<file path="src/rtl/cp0_unit.sv">
// Coprocessor 0: SR/Cause/EPC/PRId register file, interrupt and exception
// request generation, and EPC capture for the handler redirect and eret.
module cp0_unit #(
  parameter logic [31:0] PRID = 32'h0000_4353
) (
  input  logic        clk,
  input  logic        reset,
  input  logic [4:0]  RdAddr,
  input  logic [4:0]  WrAddr,
  input  logic        WE,
  input  logic [31:0] Din,
  input  logic [31:0] PC,
  input  logic        BDIn,
  input  logic [4:0]  ExcCode,
  input  logic [5:0]  HWInt,
  input  logic        EXLClr,
  output logic        Req,
  output logic [31:0] EPCOut,
  output logic [31:0] Dout
);

  localparam logic [4:0] ADDR_SR    = 5'd12;
  localparam logic [4:0] ADDR_CAUSE = 5'd13;
  localparam logic [4:0] ADDR_EPC   = 5'd14;
  localparam logic [4:0] ADDR_PRID  = 5'd15;

  // HWInt[0] is interrupt line 2, so it lines up with IM[10] and IP[10].
  logic [5:0]  im;
  logic        exl;
  logic        ie;
  logic        bd;
  logic [5:0]  ip;
  logic [4:0]  exc_code;
  logic [31:0] epc;

  logic        int_req;
  logic        exc_req;
  logic [31:0] pc_victim;
  logic [31:0] sr_word;
  logic [31:0] cause_word;
  logic        wr_sr;
  logic        wr_epc;

  assign int_req = ie & ~exl & (|(HWInt & im));
  assign exc_req = (ExcCode != 5'd0) & ~exl;
  assign Req     = int_req | exc_req;

  // A branch-delay-slot victim resumes at its branch.
  assign pc_victim = BDIn ? (PC - 32'd4) : PC;

  assign wr_sr  = WE && (WrAddr == ADDR_SR);
  assign wr_epc = WE && (WrAddr == ADDR_EPC);

  // Later assignments in this block take precedence, so the statement order
  // below encodes mtc0 < EXLClr < Req.
  always_ff @(posedge clk) begin
    if (reset) begin
      im       <= '0;
      exl      <= 1'b0;
      ie       <= 1'b0;
      bd       <= 1'b0;
      ip       <= '0;
      exc_code <= '0;
      epc      <= '0;
    end else begin
      ip <= HWInt;
      if (wr_sr) begin
        im  <= Din[15:10];
        exl <= Din[1];
        ie  <= Din[0];
      end
      if (wr_epc) begin
        epc <= {Din[31:2], 2'b00};
      end
      if (EXLClr) begin
        exl <= 1'b0;
      end
      if (Req) begin
        exl      <= 1'b1;
        bd       <= BDIn;
        epc      <= {pc_victim[31:2], 2'b00};
        exc_code <= int_req ? 5'd0 : ExcCode;
      end
    end
  end

  assign sr_word    = {16'd0, im, 8'd0, exl, ie};
  assign cause_word = {bd, 15'd0, ip, 3'd0, exc_code, 2'd0};
  assign EPCOut     = epc;

  always_comb begin
    Dout = '0;
    case (RdAddr)
      ADDR_SR:    Dout = sr_word;
      ADDR_CAUSE: Dout = cause_word;
      ADDR_EPC:   Dout = epc;
      ADDR_PRID:  Dout = PRID;
      default:    Dout = '0;
    endcase
  end

endmodule
</file>
<file path="config.mk">
export PLATFORM = sky130hd
export DESIGN_NAME = cp0_unit
export DESIGN_NICKNAME = d
export VERILOG_FILES = /design/src/rtl/cp0_unit.sv
export SDC_FILE = /design/constraint.sdc
export NUM_CORES = 1
export LEC_CHECK = 0
export BUFFER_PORTS_ARGS = -buffer_cell sky130_fd_sc_hd__buf_2
export CORE_UTILIZATION = 52
export CTS_CLUSTER_DIAMETER = 30
export DETAILED_ROUTE_END_ITERATION = 10
export GPL_TIMING_DRIVEN = 0
export PLACE_DENSITY_LB_ADDON = 0.25
export SYNTH_ARGS = -nofsm -noshare
export SYNTH_HDL_FRONTEND = slang
export SYNTH_SLANG_ARGS = --single-unit
export TNS_END_PERCENT = 1
</file>
<file path="constraint.sdc">
create_clock -name clk -period 5.5 [get_ports clk]
set_clock_uncertainty 0.15 [all_clocks]
set_input_delay 0.825 -clock clk [delete_from_list [all_inputs] [get_ports clk]]
set_output_delay 0.825 -clock clk [all_outputs]
set_load 0.02 [all_outputs]
</file>
### Yosys cells after proc, flatten, opt, wreduce, memory -nomap -nowiden

Cells that the tools add are included.

| cells by class | value |
|---|---|
| add/subtract/negate cells | 1 |
| multipliers | 0 |
| divide/modulo/power cells | 0 |
| order comparisons | 0 |
| eq/ne operators | 6 |
| shift operators | 0 |
| muxes and demuxes | 8 |
| bitwise gates (word level) | 6 |
| reductions and logical operators | 6 |

Operators by type and width:

| kind | count |
|---|---|
| $pmux W32 S4 | 1 |
| $mux W32 | 3 |
| $sub A32 B3 Y32 const B | 1 |
| $eq A5 B4 Y1 const B | 6 |
| $and A6 B6 Y6 | 1 |
| $reduce_or A6 Y1 | 1 |
| $mux W5 | 1 |
| $reduce_bool A5 Y1 | 1 |
| $and A1 B1 Y1 | 3 |
| $mux W1 | 3 |
| $reduce_bool A3 Y1 | 1 |
| $logic_and A1 B1 Y1 | 2 |
| $reduce_bool A2 Y1 | 1 |
| $not A1 Y1 | 1 |
| $or A1 B1 Y1 | 1 |

| word-level totals | value |
|---|---|
| bits in registers | 50 |
| bits in latches | 0 |
| memory bits (writable) | 0 |
| memory bits (read-only) | 0 |
| bits of input ports | 90 |
| output and inout bits | 65 |
| word-level logic and storage cells | 34 |
| memories | 0 |

### Longest topological paths before layout

Gate-level depths: netlist of run 1.

| depth | value |
|---|---|
| word-level depth | 5 |
| mapped depth | 8 |
| depth with buffers taken out | 6 |

### Worst setup path after synthesis of run 1

No wires, ideal clock.

| path | value |
|---|---|
| path type | input port to output port |
| start | input RdAddr[1] |
| end | output Dout[18] |
| data arrival time | 2.098 ns |
| data required time | 4.525 ns |
| setup slack | 2.427 ns |
| cell stages on the path | 5 |
| cell sequence | clkbuf_1 -> nor2b_1 -> nor2b_1 -> clkbuf_1 -> and2_1 |

| on the way | value |
|---|---|
| longest elaborated chain between the ends | 2 |

Ends and longest elaborated chain:

| element | RTL line | source |
|---|---|---|
| start: declaration | 8 | `input logic [4:0] RdAddr,` |
| $eq A5 B4 Y1 | 93 | `case (RdAddr)` |
| $pmux W32 S4 (*) | 93 |  |
| end: declaration | 19 | `output logic [31:0] Dout` |

Mark *: on every way between the ends. The rest lies on a longest branch, timed or not.

### Worst setup path in the final report of run 1

| path | value |
|---|---|
| start | input RdAddr[1] |
| end | output Dout[20] |

The elaborated chain is that of the path after synthesis.

==> tab_implementation.tex, run 1 <==
\begin{tabular}{lr}
\hline
Metric & Value \\
\hline
\multicolumn{2}{l}{\textbf{Global routing}} \\
\quad All-layer global routing usage & roughly 33\% \\
\quad Total overflow reported by the global router & 0 \\
\quad Largest net degree at the start of global routing & 16 \\
\quad Wire length of the first global-routing pass & between 15000 and 20000 um \\
\quad Vias in the first global route & 3894 \\
\quad Number of antenna violations at the first check in global routing & 0 \\
\multicolumn{2}{l}{\textbf{Pwr}} \\
\quad VDD IR max & between 0.0001 and 0.00015 V \\
\quad Net switching power figure & a little under 0.3 mW \\
\quad Part of the total power dissipated in combinational logic & between 20\% and 30\% \\
\quad Total internal power & about 0.6 mW \\
\quad Fraction of power consumed by the clock network & approximately a quarter \\
\quad LEAKAGE & approximately 1.9 nW \\
\quad Sequential cell fraction of total power & between 40\% and 50\% \\
\quad Ratio of total power to cell area & 195.7 mW/mm2 \\
\quad Switching portion of total power & between 30 and 40\% \\
\multicolumn{2}{l}{\textbf{Route}} \\
\quad DR pass1 iterations & 5 \\
\quad Starting DRT DRC Count & roughly 360 \\
\quad Number of remaining DRC errors & 0 \\
\quad Average wire per standard cell & $\sim$18 um \\
\quad Total Wirelength & around 12000 um \\
\quad Ratio of routed vias to standard cells & approximately 6.2 \\
\quad Via count & $\sim$4300 \\
\quad Detail Route Antenna Nets & 0 \\
\multicolumn{2}{l}{\textbf{Critical path}} \\
\quad Kind of end point of the critical path & output port \\
\quad Arrival time reported for the critical path endpoint & slightly below 3 ns \\
\quad Top fanout value on the critical path & 10 \\
\quad Classification of the worst setup path & in2out \\
\quad Worst path top cell family by delay & simple AND/OR/NAND/NOR gates \\
\quad Critical path data required time & about 4.5 ns \\
\quad Critical path buffers and inverters & 3 \\
\quad CP Cell Sequence & clkbuf\_1, nor2b\_1, nor2b\_1, clkbuf\_1, and2\_1, buf\_2 \\
\quad CP startpoint kind & input pin \\
\quad Biggest cell delay along the critical path & 0.56 ns \\
\quad Max stage delay cell, worst path & sky130\_fd\_sc\_hd\_\_nor2b\_1 \\
\multicolumn{2}{l}{\textbf{Synthesis}} \\
\quad Number of enable flip-flop cells after synthesis & 0 \\
\quad Mapped Cells & 463 \\
\quad Mapped cell area & approximately 0.0036 mm2 \\
\quad Flip-flop cell with the highest count after synthesis & sky130\_fd\_sc\_hd\_\_dfxtp\_1 \\
\quad Number of distinct standard cells referenced by the synthesized netlist & 50 \\
\quad Count of synthesis-stage warnings from yosys & 0 \\
\quad Synth async-reset ratio & 0\% \\
\quad Sequential-to-total area share from yosys stat & between 20\% and 30\% \\
\quad Number of register bits inferred by synthesis & 50 \\
\quad Mapped Avg Cell Area & around 8 um2 \\
\multicolumn{2}{l}{\textbf{Clock tree}} \\
\quad CTS H-Tree Depth & 2 \\
\quad Insertion delay of the later-clocked pin in the worst-skew pair & about 0.31 ns \\
\quad Sink Count & 50 \\
\quad Clock root buffer & sky130\_fd\_sc\_hd\_\_clkbuf\_8 \\
\quad Cells resized by post-CTS repair & 0 \\
\quad Clock-pin slew of the registers on the worst-case setup and hold paths & roughly 0.10 ns \\
\quad TritonCTS clock tree & done \\
\quad Number of buffers between clock root and the deepest sink & 2 \\
\quad Post-CTS Hold Buffers & 0 \\
\quad TritonCTS Buffers & 5 \\
\quad Buffers inserted during post-CTS setup optimization & 0 \\
\multicolumn{2}{l}{\textbf{Run status}} \\
\quad Status & completed \\
\multicolumn{2}{l}{\textbf{Floorplanning}} \\
\quad Total Die Area & a little over 0.007 mm2 \\
\quad Die span in x & roughly 85 um \\
\quad Num ports & 155 \\
\quad Number of standard-cell rows in the floorplan & 29 \\
\quad Starting Density & between 50 and 60\% \\
\quad Core area & approximately 0.0065 mm2 \\
\quad Vertical die dimension & between 80 and 90 um \\
\multicolumn{2}{l}{\textbf{Cells and area}} \\
\quad Layout area overhead & 25.54\% \\
\quad Fill cells & around 570 \\
\quad Antenna Cells & 0 \\
\quad Total Nets Final & 707 \\
\quad Area taken by multi-input logic gates & around 0.0023 mm2 \\
\quad Proportion of layout cells with a drive suffix above 1 & between 20\% and 30\% \\
\quad Utilization after layout & $\sim$69\% \\
\quad Count of placed standard cells in the final layout, fillers left out & about 690 \\
\quad Area occupied by registers & 0.001001 mm2 \\
\multicolumn{2}{l}{\textbf{Place}} \\
\quad Placed wire-length estimate & a little under 10000 um \\
\quad Total of buffers placed on input and output ports & between 100 and 150 \\
\quad Global placer's final weighted congestion & $\sim$0.94 \\
\quad Placed Cells incl. Taps & between 600 and 700 \\
\multicolumn{2}{l}{\textbf{Timing}} \\
\quad Max Fclk & between 200 and 300 MHz \\
\quad Ratio of final minimum period to clock period & slightly above 70\% \\
\quad Final Hold Vio Count & 0 \\
\quad Fin crit period & roughly 3.9 ns \\
\quad Headroom to the max-slew limit & between 20\% and 30\% \\
\quad Final setup violation count & 0 \\
\quad Final number of max-transition violations & 0 \\
\quad Worst-margin pin slew & 1.027 ns \\
\quad Summed negative setup slack over all endpoints & 0 ns \\
\quad RSZ-0062 raised after global routing & no \\
\multicolumn{2}{l}{\textbf{Min path}} \\
\quad Class of the most critical hold timing path & reg2reg \\
\multicolumn{2}{l}{\textbf{Job}} \\
\quad Maximum capacitance violations & 0 \\
\hline
\end{tabular}
cells by family after synthesis:
family | Yosys count | synth area share [%]
AO/OA/AOI/OAI | 128 | 26.23
AND/OR/NAND/NOR | 179 | 29.63
flip-flops | 50 | 27.76
XOR/XNOR | 8 | 1.943
other | 1 | 0.1040
buffers and inverters | 76 | 8.431
adder cells (fa/ha/maj) | 1 | 0.3469
multiplexers | 20 | 5.552
layout by cell type (no fill, tap or decap), types with 6 or more instances in the layout:
master and count:
sky130_fd_sc_hd__dfxtp_1 50, sky130_fd_sc_hd__a211oi_1 18, sky130_fd_sc_hd__nor4_1 36, sky130_fd_sc_hd__nand3_1 7, sky130_fd_sc_hd__inv_1 27, sky130_fd_sc_hd__a21oi_1 17
sky130_fd_sc_hd__or3_1 12, sky130_fd_sc_hd__or4_1 15, sky130_fd_sc_hd__clkbuf_8 6, sky130_fd_sc_hd__o31a_1 24, sky130_fd_sc_hd__nand2_1 9, sky130_fd_sc_hd__o21ai_0 8
sky130_fd_sc_hd__and2_1 17, sky130_fd_sc_hd__nor2b_1 11, sky130_fd_sc_hd__nor2_1 33, sky130_fd_sc_hd__a31oi_1 14, sky130_fd_sc_hd__mux2i_1 20, sky130_fd_sc_hd__o41ai_1 15
sky130_fd_sc_hd__or3b_2 6, sky130_fd_sc_hd__buf_2 148, sky130_fd_sc_hd__clkbuf_1 42, sky130_fd_sc_hd__nor3_1 10, sky130_fd_sc_hd__o31ai_1 11
sequential cells by signal, indices dropped and copies added (netlist names):
| register | cells |
|---|---|
| EPCOut | 30 |
| bd | 1 |
| exc_code | 5 |
| exl | 1 |
| ie | 1 |
| im | 6 |
| ip | 6 |
power by group through the flow:
| stage | clock, mW | combinational (mW) | sequential (mW) |
|---|---|---|---|
| 3_5_place_dp | 0 | 0.246 | 0.419 |
| 6_report | 0.223 | 0.251 | 0.412 |
| 3_3_place_gp | 0 | 0.241 | 0.419 |
| 5_1_grt | 0.237 | 0.272 | 0.414 |
| 4_1_cts | 0.224 | 0.247 | 0.411 |
| 2_1_floorplan | 0 | 0.123 | 0.438 |
synthesized netlist by cell type, types with 5 or more instances:
cell	n	share of area [%]
sky130_fd_sc_hd__clkbuf_1	42	4.4
sky130_fd_sc_hd__o21ai_0	8	1.1
sky130_fd_sc_hd__nand3_1	7	0.97
sky130_fd_sc_hd__nand2_1	9	0.94
sky130_fd_sc_hd__dfxtp_1	50	28
sky130_fd_sc_hd__and2_1	17	2.9
sky130_fd_sc_hd__or3b_2	6	1.5
sky130_fd_sc_hd__nor2_1	33	3.4
sky130_fd_sc_hd__o31ai_1	11	2.3
sky130_fd_sc_hd__a31oi_1	14	2.4
sky130_fd_sc_hd__nor3_1	10	1.4
sky130_fd_sc_hd__o41ai_1	15	3.6
sky130_fd_sc_hd__nor4_1	36	6.2
sky130_fd_sc_hd__xnor2_1	5	1.2
sky130_fd_sc_hd__o31a_1	24	5.8
sky130_fd_sc_hd__inv_1	27	2.8
sky130_fd_sc_hd__nor2b_1	11	1.9
sky130_fd_sc_hd__or3_1	12	2.1
sky130_fd_sc_hd__or4_1	15	3.1
sky130_fd_sc_hd__a211oi_1	18	3.7
sky130_fd_sc_hd__mux2i_1	20	5.6
sky130_fd_sc_hd__a21oi_1	17	2.4
worst paths after layout:
kind / to / from / slack (ns) / cells after the start
setup / recovery: Dout[20] / RdAddr[1] / 1.55 / 6
hold / removal: im[5]$_SDFFE_PP0P_ / im[5]$_SDFFE_PP0P_ / 0.39 / 2
hold reg to reg: im[5]$_SDFFE_PP0P_ / im[5]$_SDFFE_PP0P_ / 0.39 / 2
setup reg to reg: EPCOut[30]$_SDFFE_PP0P_ / im[2]$_SDFFE_PP0P_ / 2.89 / 6
stage by stage:
stage	setup WS [ns]	hold WS, ns	total power, mW	cell area (um2)
floorplan	2.427	0.3291	0.5606	3610
global placement	1.644	0.3612	0.6599	4432
detailed placement	1.644	0.3674	0.6656	4432
CTS	1.634	0.3905	0.8816	4527
global route	1.509	0.4325	0.9233	4527
finish	1.553	0.3905	0.8859	4527
area by class of cell:
cell class / instances / share of cell area [%]
Multi-Input combinational cell: 338 / 50.91
Clock inverter: 2 / 0.2764
Inverter: 28 / 2.322
Clock buffer: 6 / 1.824
Sequential cell: 50 / 22.11
Tap cell: 77 / 2.128
Buffer: 48 / 4.395
Timing Repair Buffer: 145 / 16.03
worst reg2reg max path: stages (launching register included):
cell and delay [ns]:
sky130_fd_sc_hd__dfxtp_1 0.34, sky130_fd_sc_hd__a22o_1 0.24, sky130_fd_sc_hd__o311a_1 0.41, sky130_fd_sc_hd__clkbuf_1 0.25, sky130_fd_sc_hd__clkbuf_1 0.28, sky130_fd_sc_hd__o41ai_1 0.70, sky130_fd_sc_hd__a31oi_1 0.10
per-layer routing:
| metal | vias up | GRT usage, % | wire length (um) |
|---|---|---|---|
| li1 | 2078 | - | - |
| met1 | 1991 | 43.59 | 5248 |
| met2 | 219 | 55.79 | 5769 |
| met3 | 28 | 6.809 | 1095 |
| met4 | 0 | 8.030 | 219 |
| met5 | - | 0 | 0 |
Note: power is estimated with default switching activity, not from simulation.
==> run 2: changes to the inputs <==
--- a/config.mk
+++ b/config.mk
@@ -5,8 +5,9 @@
 export SDC_FILE = /design/constraint.sdc
 export NUM_CORES = 1
 export LEC_CHECK = 0
+export ABC_AREA = 1
 export BUFFER_PORTS_ARGS = -buffer_cell sky130_fd_sc_hd__buf_2
-export CORE_UTILIZATION = 52
+export CORE_UTILIZATION = 48
 export CTS_CLUSTER_DIAMETER = 30
 export DETAILED_ROUTE_END_ITERATION = 10
 export GPL_TIMING_DRIVEN = 0
==> constraint.sdc (replaced) <==
create_clock -name clk -period 3.9 [get_ports clk]
set_clock_uncertainty 0.15 [all_clocks]
set_input_delay 0.585 -clock clk [delete_from_list [all_inputs] [get_ports clk]]
set_output_delay 0.585 -clock clk [all_outputs]
set_load 0.02 [all_outputs]
==> run 2 against run 1 <==
  * Sequential share of layout area is 0.22 points higher
  * Routed wire length decreased by 1.5%
  * Die area up 4.7%
  * Synthesized cell count is 26% higher
  * Flip-flop and latch count stayed put
==> tab_implementation.tex, run 2 <==
\begin{tabular}{lr}
\hline
Metric & Value \\
\hline
\multicolumn{2}{l}{\textbf{Critical path}} \\
\quad CP Cell Sequence & inv\_1, o21ai\_1, nor2\_1, nand2\_1, nand3\_2, nand2\_2, buf\_6, buf\_4, buf\_2 \\
\quad Setup slack of the worst register-to-register path & 1.89 ns (-1.00 ns) \\
\quad Kind of end point of the critical path & output port \\
\quad Biggest cell delay along the critical path & 0.34 ns (-0.22 ns) \\
\quad Startpoint of the lowest-slack register-to-register path & im[2]\$\_SDFFE\_PP0P\_ \\
\quad Top fanout value on the critical path & 10 (unchanged) \\
\quad CP startpoint kind & flop \\
\quad Arrival time reported for the critical path endpoint & 1.94 ns (-1.03 ns) \\
\quad Startpoint of the most critical setup path & im[2]\$\_SDFFE\_PP0P\_ \\
\quad Classification of the worst setup path & reg2out \\
\quad Critical path data required time & 3.16 ns (-1.37 ns) \\
\quad Max stage delay cell, worst path & sky130\_fd\_sc\_hd\_\_dfxtp\_1 \\
\multicolumn{2}{l}{\textbf{Floorplanning}} \\
\quad Starting Density & 50.53\% (-4.7 points) \\
\quad Core area & 0.006907 mm2 (+5.7\%) \\
\quad Vertical die dimension & 87.27 um (+2.3\%) \\
\quad Num ports & 155 (unchanged) \\
\quad Total Die Area & 0.007615 mm2 (+4.7\%) \\
\quad Number of standard-cell rows in the floorplan & 30 (+3.4\%) \\
\quad Die span in x & 87.27 um (+2.3\%) \\
\multicolumn{2}{l}{\textbf{Global routing}} \\
\quad Largest net degree at the start of global routing & 18 (+2) \\
\quad Vias in the first global route & 4012 (+3.0\%) \\
\quad Wire length of the first global-routing pass & 19270 um (+0.90\%) \\
\quad All-layer global routing usage & 33.41\% (+0.27 points) \\
\quad Number of antenna violations at the first check in global routing & 0 (unchanged) \\
\quad Total overflow reported by the global router & 0 (unchanged) \\
\multicolumn{2}{l}{\textbf{Clock tree}} \\
\quad Insertion delay of the later-clocked pin in the worst-skew pair & 0.31 ns (about the same) \\
\quad Clock-pin slew of the registers on the worst-case setup and hold paths & 0.10 ns (about the same) \\
\quad Buffers inserted during post-CTS setup optimization & 0 (unchanged) \\
\quad Number of buffers between clock root and the deepest sink & 2 (unchanged) \\
\quad Sink Count & 50 (unchanged) \\
\quad Post-CTS Hold Buffers & 0 (unchanged) \\
\quad Cells resized by post-CTS repair & 0 (unchanged) \\
\quad TritonCTS clock tree & done \\
\quad TritonCTS Buffers & 5 (unchanged) \\
\quad CTS H-Tree Depth & 2 (unchanged) \\
\quad Clock root buffer & sky130\_fd\_sc\_hd\_\_clkbuf\_8 \\
\multicolumn{2}{l}{\textbf{Cells and area}} \\
\quad Count of placed standard cells in the final layout, fillers left out & 838 (+21\%) \\
\quad Antenna Cells & 0 (unchanged) \\
\quad Most used cells in the layout excluding fill and tap cells & sky130\_fd\_sc\_hd\_\_nand2\_1, sky130\_fd\_sc\_hd\_\_buf\_2, sky130\_fd\_sc\_hd\_\_nor2\_1 \\
\quad Total Nets Final & 832 (+18\%) \\
\quad Proportion of layout cells with a drive suffix above 1 & 24.80\% (-3.1 points) \\
\quad Layout area overhead & 28.43\% \\
\quad Post-route design area & 0.004482 mm2 (-0.99\%) \\
\quad Flip-flop count of the largest register, all copies and words added & 30 (unchanged) \\
\quad Most common library cell in the layout ignoring fill and taps & sky130\_fd\_sc\_hd\_\_nand2\_1 \\
\multicolumn{2}{l}{\textbf{Place}} \\
\quad DP Area & 0.004364 mm2 (-1.5\%) \\
\quad Global placer's final weighted congestion & 0.9159 (-2.1\%) \\
\quad Placed wire-length estimate & 9773 um (-0.89\%) \\
\quad Total of buffers placed on input and output ports & 150 (+3.4\%) \\
\quad Placed Cells incl. Taps & 830 (+21\%) \\
\multicolumn{2}{l}{\textbf{Synthesis}} \\
\quad Most common library cells after synthesis & sky130\_fd\_sc\_hd\_\_nand2\_1, sky130\_fd\_sc\_hd\_\_nor2\_1, sky130\_fd\_sc\_hd\_\_inv\_1, sky130\_fd\_sc\_hd\_\_dfxtp\_1, sky130\_fd\_sc\_hd\_\_o21ai\_0 \\
\quad Number of distinct standard cells referenced by the synthesized netlist & 41 (-18\%) \\
\quad Count of synthesis-stage warnings from yosys & 0 (unchanged) \\
\quad Sequential-to-total area share from yosys stat & 28.68\% (+0.93 points) \\
\quad Synth async-reset ratio & 0\% (unchanged) \\
\quad Post-synth top area cell & sky130\_fd\_sc\_hd\_\_dfxtp\_1 \\
\quad Flip-flop cell with the highest count after synthesis & sky130\_fd\_sc\_hd\_\_dfxtp\_1 \\
\quad Mapped Avg Cell Area & 5.986 um2 (-23\%) \\
\quad Mapped Cells & 583 (+26\%) \\
\quad Area share of the largest cell type after synthesis & 28.68\% (+0.93 points) \\
\quad Biggest area contributors in the synthesized netlist & sky130\_fd\_sc\_hd\_\_dfxtp\_1, sky130\_fd\_sc\_hd\_\_nand2\_1, sky130\_fd\_sc\_hd\_\_nor2\_1, sky130\_fd\_sc\_hd\_\_inv\_1, sky130\_fd\_sc\_hd\_\_o21ai\_0 \\
\quad Mapped cell area & 0.003490 mm2 (-3.2\%) \\
\quad Top-count cell post-synth & sky130\_fd\_sc\_hd\_\_nand2\_1 \\
\quad Number of enable flip-flop cells after synthesis & 0 (unchanged) \\
\quad Number of register bits inferred by synthesis & 50 (unchanged) \\
\multicolumn{2}{l}{\textbf{Timing}} \\
\quad Headroom to the max-slew limit & 56.48\% (+27 points) \\
\quad Summed negative setup slack over all endpoints & 0 ns (unchanged) \\
\quad Max Fclk & roughly 370 MHz \\
\quad RSZ-0062 raised after global routing & no \\
\quad Worst-margin pin slew & 0.6527 ns (-0.3740 ns) \\
\quad Final setup violation count & 0 (unchanged) \\
\quad Ratio of final minimum period to clock period & about two thirds \\
\quad Final number of max-transition violations & 0 (unchanged) \\
\quad Final Hold Vio Count & 0 (unchanged) \\
\quad Fin crit period & approximately 2.7 ns \\
\multicolumn{2}{l}{\textbf{Job}} \\
\quad Maximum capacitance violations & 0 (unchanged) \\
\multicolumn{2}{l}{\textbf{Route}} \\
\quad Via count & 4338 (+0.51\%) \\
\quad DR pass1 iterations & 6 (+1) \\
\quad Starting DRT DRC Count & 293 (-19\%) \\
\quad Detail Route Antenna Nets & 0 (unchanged) \\
\quad Total Wirelength & 12150 um (-1.5\%) \\
\quad Average wire per standard cell & 14.50 um (-18\%) \\
\quad Number of remaining DRC errors & 0 (unchanged) \\
\quad Ratio of routed vias to standard cells & 5.177 (-17\%) \\
\multicolumn{2}{l}{\textbf{Min path}} \\
\quad Class of the most critical hold timing path & reg2reg \\
\quad Startpoint of the worst hold path & exc\_code[3]\$\_SDFFE\_PP0N\_ \\
\multicolumn{2}{l}{\textbf{Pwr}} \\
\quad VDD IR max & 0.0002046 V (+97\%) \\
\quad LEAKAGE & 2.357 nW (+23\%) \\
\quad Total power & 1.322 mW (+49\%) \\
\quad Ratio of total power to cell area & 295.1 mW/mm2 (+51\%) \\
\multicolumn{2}{l}{\textbf{Run status}} \\
\quad Status & completed \\
\hline
\end{tabular}
-- run 2: cell count changes in the layout (fill, tap and decap cells not counted), moves of 15 or more --
cell | before | now
sky130_fd_sc_hd__o21ai_0 | 8 | 39
sky130_fd_sc_hd__a21oi_1 | 17 | 37
sky130_fd_sc_hd__o41ai_1 | 15 | 0
sky130_fd_sc_hd__nand3_1 | 7 | 34
sky130_fd_sc_hd__nor2_1 | 33 | 91
sky130_fd_sc_hd__inv_1 | 27 | 84
sky130_fd_sc_hd__o31a_1 | 24 | 0
sky130_fd_sc_hd__nor4_1 | 36 | 0
sky130_fd_sc_hd__nand2_1 | 9 | 158
sky130_fd_sc_hd__and2_1 | 17 | 1
sky130_fd_sc_hd__a211oi_1 | 18 | 2
sky130_fd_sc_hd__or4_1 | 15 | 0
sky130_fd_sc_hd__clkbuf_1 | 42 | 11
sky130_fd_sc_hd__mux2i_1 | 20 | 0
-- run 2: critical path: cells and delay by family, from the launching register on --
| family | cells | cell delay, ns |
|---|---|---|
| flip-flops | 1 | 0.34 |
| buffers and inverters | 4 | 0.63 |
| AND/OR/NAND/NOR | 4 | 0.48 |
| AO/OA/AOI/OAI | 1 | 0.19 |
-- run 2: cell families (layout without fill, tap and decap cells) --
group / after synthesis / in the layout / share of synthesized area, %
adder cells (fa/ha/maj): 1 / 1 / 0.3585
AO/OA/AOI/OAI: 98 / 98 / 16.03
XOR/XNOR: 16 / 16 / 4.016
flip-flops: 50 / 50 / 28.68
buffers and inverters: 110 / 268 / 13.30
other: 1 / 2 / 0.1075
AND/OR/NAND/NOR: 307 / 307 / 37.50
-- run 2: stage by stage --
stage	util, %	setup WS [ns]	hold slack (ns)
floorplan	-	1.604	0.2945
global placement	63.19	1.305	0.3032
detailed placement	63.19	1.292	0.3054
CTS	64.89	1.269	0.3208
global route	64.89	1.113	0.3261
finish	64.89	1.226	0.3213
-- run 2: worst paths after layout --
path / to / cells after the start
max reg2reg: EPCOut[18]$_SDFFE_PP0P_ / 10
min reg2reg: exc_code[3]$_SDFFE_PP0N_ / 2
min: exc_code[3]$_SDFFE_PP0N_ / 2
max: Req / 9
-- run 2: where the power goes --
group	total, mW	internal [mW]	switching [mW]	leakage, nW
logic	0.357	0.129	0.228	1.89
registers	0.577	0.550	0.0267	0.414
clock network	0.389	0.196	0.193	0.0563
-- run 2: routing by layer --
layer  up-vias  wire (um)  track usage [%]
met4         0        264            12.67
met1      1944       5304            43.61
li1       2144          -                -
met2       228       5656            55.61
met3        22        923            4.929
met5         -          0                0
-- run 2: final cells by class --
type | count | area (um2)
fillers | 735 | 2425
multi-input cells | 424 | 2028
repair buffers | 150 | 750.7
inverters | 87 | 327.8
well taps | 96 | 120.1
clock buffers | 5 | 68.82
plain buffers | 23 | 136.4
flip-flops and latches | 50 | 1001
clock inverters | 3 | 48.80
==> run 3: changes to the inputs <==
--- a/config.mk
+++ b/config.mk
@@ -5,9 +5,9 @@
 export SDC_FILE = /design/constraint.sdc
 export NUM_CORES = 1
 export LEC_CHECK = 0
-export ABC_AREA = 1
+export ABC_AREA = 0
 export BUFFER_PORTS_ARGS = -buffer_cell sky130_fd_sc_hd__buf_2
-export CORE_UTILIZATION = 48
+export CORE_UTILIZATION = 44
 export CTS_CLUSTER_DIAMETER = 30
 export DETAILED_ROUTE_END_ITERATION = 10
 export GPL_TIMING_DRIVEN = 0
==> constraint.sdc (replaced) <==
create_clock -name clk -period 2.15 [get_ports clk]
set_clock_uncertainty 0.15 [all_clocks]
set_input_delay 0.3225 -clock clk [delete_from_list [all_inputs] [get_ports clk]]
set_output_delay 0.3225 -clock clk [all_outputs]
set_load 0.02 [all_outputs]
==> run 3 against run 2 <==
  * The run now ends with negative setup slack left
  * Final cell count is 14% lower
  * Sequential share of layout area down 1.5 points
  * Worst setup slack worse by 1.4 ns
  * Routed wire length grew 3.2%
  * Critical endpoint is now EPCOut[28]$_SDFFE_PP0P_
  * Largest cell class unchanged
==> tab_implementation.tex, run 3 (same netlist as run 1, synthesis figures left out) <==
\begin{tabular}{lr}
\hline
Metric & Value \\
\hline
\multicolumn{2}{l}{\textbf{Global routing}} \\
\quad Total overflow reported by the global router & 0 (unchanged) \\
\quad Largest net degree at the start of global routing & 14 (-4) \\
\quad All-layer global routing usage & 28.33\% (-5.1 points) \\
\quad Wire length of the first global-routing pass & 19240 um (-0.18\%) \\
\quad Number of antenna violations at the first check in global routing & 0 (unchanged) \\
\quad Vias in the first global route & 3884 (-3.2\%) \\
\multicolumn{2}{l}{\textbf{Timing}} \\
\quad Summed negative setup slack over all endpoints & -0.4658 ns (-0.4658 ns) \\
\quad Ratio of final minimum period to clock period & 105.8\% \\
\quad Fin crit period & about 2.3 ns \\
\quad Final Hold Vio Count & 0 (unchanged) \\
\quad Worst-margin pin slew & 0.7522 ns (+0.09943 ns) \\
\quad PnR worst setup slack & -0.1253 ns (-1.352 ns) \\
\quad Final number of max-transition violations & 0 (unchanged) \\
\quad Headroom to the max-slew limit & 49.47\% (-7.0 points) \\
\quad Max Fclk & 439.5 MHz \\
\quad Final setup violation count & 12 (+12) \\
\quad RSZ-0062 raised after global routing & yes \\
\multicolumn{2}{l}{\textbf{Pwr}} \\
\quad Sequential cell fraction of total power & 46.6\% (+3.0 points) \\
\quad VDD IR max & 0.0002495 V (+22\%) \\
\quad Fraction of power consumed by the clock network & 22.8\% (-6.6 points) \\
\quad Ratio of total power to cell area & 469.4 mW/mm2 (+59\%) \\
\quad Net switching power figure & 0.7605 mW (+70\%) \\
\quad Total internal power & 1.501 mW (+72\%) \\
\quad Switching portion of total power & 33.63\% (-0.21 points) \\
\quad Part of the total power dissipated in combinational logic & 30.6\% (+3.6 points) \\
\quad LEAKAGE & 2.040 nW (-13\%) \\
\quad Total power & 2.261 mW (+71\%) \\
\multicolumn{2}{l}{\textbf{Place}} \\
\quad Placed wire-length estimate & 9825 um (+0.53\%) \\
\quad Total of buffers placed on input and output ports & 145 (-3.3\%) \\
\quad Placed Cells incl. Taps & 711 (-14\%) \\
\quad DP Area & 0.004479 mm2 (+2.6\%) \\
\quad Global placer's final weighted congestion & 0.9193 (+0.37\%) \\
\multicolumn{2}{l}{\textbf{Clock tree}} \\
\quad Clock-pin slew of the registers on the worst-case setup and hold paths & 0.08 ns (-0.02 ns) \\
\quad CTS H-Tree Depth & 2 (unchanged) \\
\quad TritonCTS Buffers & 5 (unchanged) \\
\quad Number of buffers between clock root and the deepest sink & 2 (unchanged) \\
\quad TritonCTS clock tree & done \\
\quad Insertion delay of the later-clocked pin in the worst-skew pair & 0.30 ns (about the same) \\
\quad Clock root buffer & sky130\_fd\_sc\_hd\_\_clkbuf\_8 \\
\quad Sink Count & 50 (unchanged) \\
\multicolumn{2}{l}{\textbf{Route}} \\
\quad Via count & 4364 (+0.60\%) \\
\quad Total Wirelength & 12530 um (+3.2\%) \\
\quad Ratio of routed vias to standard cells & 6.053 (+17\%) \\
\quad Average wire per standard cell & 17.38 um (+20\%) \\
\quad Detail Route Antenna Nets & 0 (unchanged) \\
\quad Starting DRT DRC Count & 326 (+11\%) \\
\quad Number of remaining DRC errors & 0 (unchanged) \\
\quad DR pass1 iterations & 5 (-1) \\
\multicolumn{2}{l}{\textbf{Cells and area}} \\
\quad Layout area overhead & 33.59\% \\
\quad Post-route design area & 0.004817 mm2 (+7.5\%) \\
\quad Most common library cell in the layout ignoring fill and taps & sky130\_fd\_sc\_hd\_\_buf\_2 \\
\quad Total Nets Final & 710 (-15\%) \\
\quad Count of placed standard cells in the final layout, fillers left out & 721 (-14\%) \\
\quad Most used cells in the layout excluding fill and tap cells & sky130\_fd\_sc\_hd\_\_buf\_2, sky130\_fd\_sc\_hd\_\_dfxtp\_1, sky130\_fd\_sc\_hd\_\_nor4\_1 \\
\quad Utilization after layout & 61.70\% (-3.2 points) \\
\quad Antenna Cells & 0 (unchanged) \\
\quad Flip-flop count of the largest register, all copies and words added & 30 (unchanged) \\
\quad Proportion of layout cells with a drive suffix above 1 & 33.60\% (+8.8 points) \\
\multicolumn{2}{l}{\textbf{Job}} \\
\quad Maximum capacitance violations & 0 (unchanged) \\
\multicolumn{2}{l}{\textbf{Floorplanning}} \\
\quad Total Die Area & 0.008562 mm2 (+12\%) \\
\quad Starting Density & 46.19\% (-4.3 points) \\
\quad Number of standard-cell rows in the floorplan & 32 (+6.7\%) \\
\quad Core area & 0.007807 mm2 (+13\%) \\
\quad Die span in x & 92.53 um (+6.0\%) \\
\quad Vertical die dimension & 92.53 um (+6.0\%) \\
\quad Num ports & 155 (unchanged) \\
\multicolumn{2}{l}{\textbf{Critical path}} \\
\quad Top fanout value on the critical path & 8 (-2) \\
\quad Classification of the worst setup path & in2reg \\
\quad Kind of end point of the critical path & flop \\
\quad Arrival time reported for the critical path endpoint & 2.35 ns (+0.41 ns) \\
\quad Depth of the worst register-to-register path & 6 (-4) \\
\quad Startpoint of the lowest-slack register-to-register path & im[1]\$\_SDFFE\_PP0P\_ \\
\quad Setup slack of the worst register-to-register path & -0.09 ns (-1.98 ns) \\
\quad Critical path data required time & 2.23 ns (-0.93 ns) \\
\quad CP startpoint kind & input pin \\
\quad Reg2Reg Capture Point & EPCOut[29]\$\_SDFFE\_PP0P\_ \\
\multicolumn{2}{l}{\textbf{Run status}} \\
\quad Status & complete, but fails checks \\
\quad Violations in the final reports & negative setup slack \\
\multicolumn{2}{l}{\textbf{Min path}} \\
\quad Hold Path Sink & ip[0]\$\_SDFF\_PP0\_ \\
\quad Startpoint of the worst hold path & HWInt[0] \\
\quad Worst hold stages & 2 (unchanged) \\
\quad Class of the most critical hold timing path & in2reg \\
\hline
\end{tabular}
-- run 3: worst max path at each step --
stage,cells after the start,slack [ns],startpoint,to
final,6,-0.13,PC[8],EPCOut[28]$_SDFFE_PP0P_
after global placement,6,-0.74,RdAddr[1],Dout[7]
after CTS,6,-0.12,PC[8],EPCOut[28]$_SDFFE_PP0P_
after detailed placement,6,-0.74,RdAddr[1],Dout[27]
after global routing,8,-0.14,PC[2],EPCOut[28]$_SDFFE_PP0P_
after floorplan,7,-0.37,PC[7],EPCOut[26]$_SDFFE_PP0P_
-- run 3: power by group through the flow --
stage	registers, mW	logic, mW	clock network [mW]
finish	1.05	0.692	0.516
detailed placement	1.07	0.632	0
global placement	1.07	0.620	0
global route	1.06	0.741	0.557
floorplan	1.12	0.316	0
CTS	1.05	0.672	0.520
-- run 3: metrics by stage --
step	setup slack [ns]	hold WS [ns]
4_1_cts	-0.1232	0.1038
2_1_floorplan	-0.3651	0.3007
5_1_grt	-0.1434	0.1017
6_report	-0.1253	0.1068
3_3_place_gp	-0.7428	0.3520
3_5_place_dp	-0.7355	0.3729
-- run 3: cell type report --
type / instances / area, um2
fillers: 731 / 2990
well taps: 102 / 127.6
clock buffers: 7 / 76.32
repair buffers: 150 / 784.5
plain buffers: 46 / 244.0
multi-input cells: 338 / 2476
flip-flops and latches: 50 / 1003
inverters: 28 / 105.1
-- run 3: per-layer routing --
layer,part of all wire (%),GRT usage [%],up-vias
met5,0,0,-
met4,1.6,8.464,0
met3,7.7,4.844,19
met2,49,48.77,214
met1,42,35.97,2042
li1,-,-,2089
-- run 3: timing repair --
| item | 4_1_cts | 5_1_grt |
|---|---|---|
| endpoints found under the setup margin | 46 | 37 |
| buffers inserted | 3 | 2 |
| gates resized for setup | 45 | 23 |
| hold endpoints to repair | 0 | 0 |
| hold buffers | 0 | 0 |
| pin swaps | 11 | 9 |
| cloned | 0 | 0 |
-- run 3: worst max-delay path, cell delays in order --
cell,delay [ns]
sky130_fd_sc_hd__buf_8,0.09
sky130_fd_sc_hd__or4_4,0.52
sky130_fd_sc_hd__buf_6,0.14
sky130_fd_sc_hd__or4b_4,0.54
sky130_fd_sc_hd__or4_4,0.58
sky130_fd_sc_hd__a31oi_4,0.15
